--- config.mk ---
export PLATFORM = sky130hd
export DESIGN_NAME = wb_copy_master
export DESIGN_NICKNAME = d
export VERILOG_FILES = /design/src/rtl/wb_copy_master.sv
export SDC_FILE = /design/constraint.sdc
export NUM_CORES = 1
export LEC_CHECK = 0
export ABC_AREA = 1
export BUFFER_PORTS_ARGS = -buffer_cell sky130_fd_sc_hd__buf_2
export CAP_MARGIN = 20
export CORE_ASPECT_RATIO = 1.5
export CORE_UTILIZATION = 40
export CTS_CLUSTER_SIZE = 10
export DETAILED_ROUTE_END_ITERATION = 16
export GPL_TIMING_DRIVEN = 1
export SLEW_MARGIN = 10
export SYNTH_ARGS = -nofsm -noshare
export SYNTH_HDL_FRONTEND = slang
export SYNTH_SLANG_ARGS = --single-unit
--- constraint.sdc ---
create_clock -name wb_clk_i -period 13.2 [get_ports wb_clk_i]
set_input_delay 1.32 -clock wb_clk_i [delete_from_list [all_inputs] [get_ports wb_clk_i]]
set_output_delay 1.32 -clock wb_clk_i [all_outputs]
set_load 0.01 [all_outputs]
--- src/rtl/wb_copy_master.sv ---
// wb_copy_master: Wishbone classic-cycle initiator that copies len_i 32-bit words
// from src_adr_i to dst_adr_i using one single read and one single write per word.
// Optional feature: define WB_COPY_MASTER_TIMEOUT_EN to abort a phase that sees
// no ack/err for 2^TO_W-1 cycles (treated exactly like a responder error).
module wb_copy_master #(
    parameter int AW   = 32,
    parameter int DW   = 32,
    parameter int LW   = 16,
    parameter int TO_W = 8
) (
    input  logic          wb_clk_i,
    input  logic          wb_rst_i,
    input  logic          start_i,
    input  logic [AW-1:0] src_adr_i,
    input  logic [AW-1:0] dst_adr_i,
    input  logic [LW-1:0] len_i,
    output logic          busy_o,
    output logic          done_o,
    output logic          err_o,
    output logic [AW-1:0] wbm_adr_o,
    output logic [DW-1:0] wbm_dat_o,
    input  logic [DW-1:0] wbm_dat_i,
    output logic [3:0]    wbm_sel_o,
    output logic          wbm_we_o,
    output logic          wbm_cyc_o,
    output logic          wbm_stb_o,
    input  logic          wbm_ack_i,
    input  logic          wbm_err_i
);

    typedef enum logic [1:0] {IDLE, RD, WR, FIN} state_t;

    state_t        state_q, state_d;
    logic [AW-1:0] src_q, src_d;
    logic [AW-1:0] dst_q, dst_d;
    logic [AW-1:0] adr_q, adr_d;
    logic [DW-1:0] dat_q, dat_d;
    logic [LW-1:0] cnt_q, cnt_d;
    logic          we_q, we_d;
    logic          cyc_q, cyc_d;
    logic          stb_q, stb_d;
    logic          busy_q, busy_d;
    logic          done_q, done_d;
    logic          err_q, err_d;
    logic          to_fire;
    logic          bus_fault;
    logic          finish;

    // Word-aligned views of the command addresses; the low two bits are don't-care.
    logic [AW-1:0] src_al, dst_al;
    assign src_al = {src_adr_i[AW-1:2], 2'b00};
    assign dst_al = {dst_adr_i[AW-1:2], 2'b00};

`ifdef WB_COPY_MASTER_TIMEOUT_EN
    // Fires on the edge where the idle counter would reach its all-ones value.
    localparam logic [TO_W-1:0] TO_LAST = {{(TO_W-1){1'b1}}, 1'b0};
    logic [TO_W-1:0] to_q, to_d;
    logic            in_phase;

    assign in_phase = (state_q == RD) || (state_q == WR);
    assign to_fire  = in_phase && !wbm_ack_i && !wbm_err_i && (to_q == TO_LAST);

    // Count responder-silent cycles of the current phase; any other cycle restarts it.
    always_comb begin
        to_d = '0;
        if (in_phase && !wbm_ack_i && !wbm_err_i) to_d = to_q + 1'b1;
    end

    // Idle counter register.
    always_ff @(posedge wb_clk_i or posedge wb_rst_i) begin
        if (wb_rst_i) to_q <= '0;
        else          to_q <= to_d;
    end
`else
    assign to_fire = 1'b0;
`endif

    // An error response outranks an ack that arrives with it.
    assign bus_fault = wbm_err_i || to_fire;

    // Next-state and next-output logic; every output is registered from these.
    always_comb begin
        state_d = state_q;
        src_d   = src_q;
        dst_d   = dst_q;
        adr_d   = adr_q;
        dat_d   = dat_q;
        cnt_d   = cnt_q;
        we_d    = we_q;
        cyc_d   = cyc_q;
        stb_d   = stb_q;
        busy_d  = busy_q;
        done_d  = 1'b0;
        err_d   = err_q;
        finish  = 1'b0;
        unique case (state_q)
            IDLE: begin
                busy_d = 1'b0;
                if (start_i) begin
                    src_d  = src_al;
                    dst_d  = dst_al;
                    cnt_d  = len_i;
                    err_d  = 1'b0;
                    busy_d = 1'b1;
                    if (len_i == '0) begin
                        state_d = FIN;
                        done_d  = 1'b1;
                    end else begin
                        state_d = RD;
                        cyc_d   = 1'b1;
                        stb_d   = 1'b1;
                        we_d    = 1'b0;
                        adr_d   = src_al;
                    end
                end
            end
            RD: begin
                if (bus_fault) begin
                    err_d  = 1'b1;
                    finish = 1'b1;
                end else if (wbm_ack_i) begin
                    dat_d   = wbm_dat_i;
                    state_d = WR;
                    we_d    = 1'b1;
                    adr_d   = dst_q;
                end
            end
            WR: begin
                if (bus_fault) begin
                    err_d  = 1'b1;
                    finish = 1'b1;
                end else if (wbm_ack_i) begin
                    src_d = src_q + AW'(4);
                    dst_d = dst_q + AW'(4);
                    cnt_d = cnt_q - LW'(1);
                    if (cnt_q == LW'(1)) begin
                        finish = 1'b1;
                    end else begin
                        state_d = RD;
                        we_d    = 1'b0;
                        adr_d   = src_q + AW'(4);
                    end
                end
            end
            FIN: begin
                state_d = IDLE;
                busy_d  = 1'b0;
            end
            default: state_d = IDLE;
        endcase
        // Common exit from a bus phase: release the bus and pulse done.
        if (finish) begin
            state_d = FIN;
            cyc_d   = 1'b0;
            stb_d   = 1'b0;
            we_d    = 1'b0;
            done_d  = 1'b1;
        end
    end

    // State and output registers, cleared asynchronously.
    always_ff @(posedge wb_clk_i or posedge wb_rst_i) begin
        if (wb_rst_i) begin
            state_q <= IDLE;
            src_q   <= '0;
            dst_q   <= '0;
            adr_q   <= '0;
            dat_q   <= '0;
            cnt_q   <= '0;
            we_q    <= 1'b0;
            cyc_q   <= 1'b0;
            stb_q   <= 1'b0;
            busy_q  <= 1'b0;
            done_q  <= 1'b0;
            err_q   <= 1'b0;
        end else begin
            state_q <= state_d;
            src_q   <= src_d;
            dst_q   <= dst_d;
            adr_q   <= adr_d;
            dat_q   <= dat_d;
            cnt_q   <= cnt_d;
            we_q    <= we_d;
            cyc_q   <= cyc_d;
            stb_q   <= stb_d;
            busy_q  <= busy_d;
            done_q  <= done_d;
            err_q   <= err_d;
        end
    end

    assign wbm_adr_o = adr_q;
    assign wbm_dat_o = dat_q;
    assign wbm_sel_o = 4'hF;
    assign wbm_we_o  = we_q;
    assign wbm_cyc_o = cyc_q;
    assign wbm_stb_o = stb_q;
    assign busy_o    = busy_q;
    assign done_o    = done_q;
    assign err_o     = err_q;

endmodule

==> run metrics <==
Pre-Repair DR Iteration Count=5; share of cells above drive strength 1=0.212; Arr. time, crit path=3.47 ns; Total Neg Setup Slack=0 ns; CP max FO=97; Final setup violation count=0; Cell Rows=67; placed insts=1684; starting density of the core=0.406; Iter 0 DRT Violations=415; fin crit share=0.236; startpoint class of the critical path=flop; WL met1=around 11000 um; WL final=roughly 28000 um; number of synthesized register bits=146; I/O Pins=191; antenna cells=0; Layout area overhead=18.2%; total grt overflow=0; final net count=about 1600; Critical R2R Launch=state_q[0]; DR WL met3=1380 um; Worst Setup EP=dst_q[14]; Setup Buffers After CTS=0; maximum number of pins on one net before global-route repair=98; Clock Root Buffer=clkbuf_16; Clock Latency Late Sink=0.44 ns; Hold Path Class=flop to flop; highest routed layer=met5; Worst-Margin Slew=1.04 ns; via count=8995; synthesized area per cell=7.09 sq um; non-filler cells, final=around 1700; vias in the first global route=a little under 9000; status=finished clean; H-tree level count=4; RR Endpoint=dst_q[14]; r2r setup slk=between 10 and 15 ns; Seq/Total Area, Yosys=0.405; clk_skew=0.00818 ns; synth unique cells=36; Mapped Area=0.00903 sq mm; final hold violation count=0; Post-route DRC=0; post-DR wirelength/cell=16.1 um; initial antenna violation count=2; P per Cell Area=279 mW/mm^2; Fin Hold WS=0.472 ns; most frequent cells in the layout=364 x nand2_1, 195 x nor2_1, 182 x buf_2; Setup CP Type=flop to flop; hold_buf cts=0; RSZ-0062 raised after global routing=false; Antenna Nets Post-Route=0; first-pass GRT wire length=43800 um; Crit. End Element=flop; Lkg Pwr=5.22 nW; core area=0.0222 sq mm; post_cts resized=0; CP required=about 14 ns; Worst Reg-to-Reg Cells=9; yosys warns=0; routed wl met2=14400 um; FMAX=0.321 GHz; cell count after synthesis=1273; Slew Limit Fails=0; PortBufs=182; CP Launch Point=state_q[0]; Clock Pin Slew Worst Setup and Hold Paths=about 0.06 ns; Final Power=2.98 mW; Die Span X=125 um; most common cell after layout, fill and taps aside=nand2_1; Post-DP HPWL=approximately 20000 um; Peak VDD IR=about 0.14 mV; GP Congestion=~0.9; Total GRT Usage=0.244; Clock Path Buffers=2; die area=about 0.023 sq mm; Rel. slew slack=0.304; TritonCTS buffer count=17; Min Clock Period, post-route=~3.1 ns; Vias/cell=5.24; CTS tree=yes; Clock Sink Count=between 100 and 150; MaxCap Viol Count=0; chip height=around 190 um
metal layers:
metal  GRT usage  vias up
li1            -     4434
met1       0.259     4193
met2       0.446      292
met3      0.0497       72
met4       0.142        4
met5           0        -
worst min path at each step:
stage                     cells past startpoint            end           from
after floorplan                               2      cnt_q[15]      cnt_q[15]
after global placement                        2  wbm_adr_o[20]  wbm_adr_o[20]
after detailed placement                      2  wbm_adr_o[19]  wbm_adr_o[19]
after CTS                                     2  wbm_adr_o[19]  wbm_adr_o[19]
after global routing                          2  wbm_adr_o[16]  wbm_adr_o[16]
final                                         2  wbm_adr_o[20]  wbm_adr_o[20]
through the flow:
| stage | setup slack [ns] | util | area [sq um] |
|---|---|---|---|
| after global routing | 9.83 | 0.480 | 10700 |
| after global placement | 9.94 | 0.452 | 10000 |
| after detailed placement | 9.94 | 0.452 | 10000 |
| after CTS | 10.07 | 0.480 | 10700 |
| final | 10.09 | 0.480 | 10700 |
| after floorplan | 7.96 | - | 9040 |
logic make-up after synthesis:
group | synth area share
adder cells (fa/ha/maj) | 0.0111
flip-flops | 0.405
XOR/XNOR | 0.00485
other | 0.000415
multiplexers | 0.0399
AND/OR/NAND/NOR | 0.319
buffers and inverters | 0.0848
AO/OA/AOI/OAI | 0.135
flip-flops by register name (all words and copies together) (netlist names), 2 cells and up:
name / count
src_q: 30
state_q: 2
cnt_q: 16
wbm_adr_o: 31
dst_q: 30
wbm_dat_o: 32
cell type report:
cell class	count	area, sq um
Fill cell	2300	11500
Multi-Input combinational cell	961	4640
Sequential cell	146	3650
Timing Repair Buffer	191	978
Clock buffer	21	460
Inverter	110	418
Tap cell	276	345
Clock inverter	11	178
report_power, final:
group	internal [mW]	leakage, nW	switching [mW]
clock	0.328	0.300	0.200
sequential	0.684	1.73	0.204
combinational	0.535	3.19	1.03
total	1.55	5.22	1.43
cells in the mapped netlist, drive strengths merged:
master,instances,share of area
a31oi,9,0.0062
dfrtp,146,0.40
nand4,10,0.0069
clkbuf,16,0.0067
a32o,1,0.0011
nor3,11,0.0078
o31ai,1,0.00083
nor2,214,0.096
nand3b,8,0.0067
o22ai,8,0.0055
clkinv,1,0.00042
or2,3,0.0021
xnor2,1,0.00097
nand2,374,0.16
o21ai,73,0.040
ha,8,0.011
buf,43,0.032
o21bai,2,0.0017
a21oi,91,0.050
nand3,72,0.041
inv,109,0.045
mux2,32,0.040
conb,1,0.00042
o211ai,13,0.011
a22oi,22,0.018
xor2,4,0.0039
worst max-delay path, cell delays in order (launching register included):
cell and delay (ns):
dfrtp_1 0.41, inv_1 0.13, ha_4 0.14, buf_4 0.77, nor2_1 0.25, nor2_4 0.18, buf_4 0.59, o21ai_1 0.18
o21bai_1 0.20, a21oi_1 0.15
No activity file was read; power rests on OpenSTA's default activity.
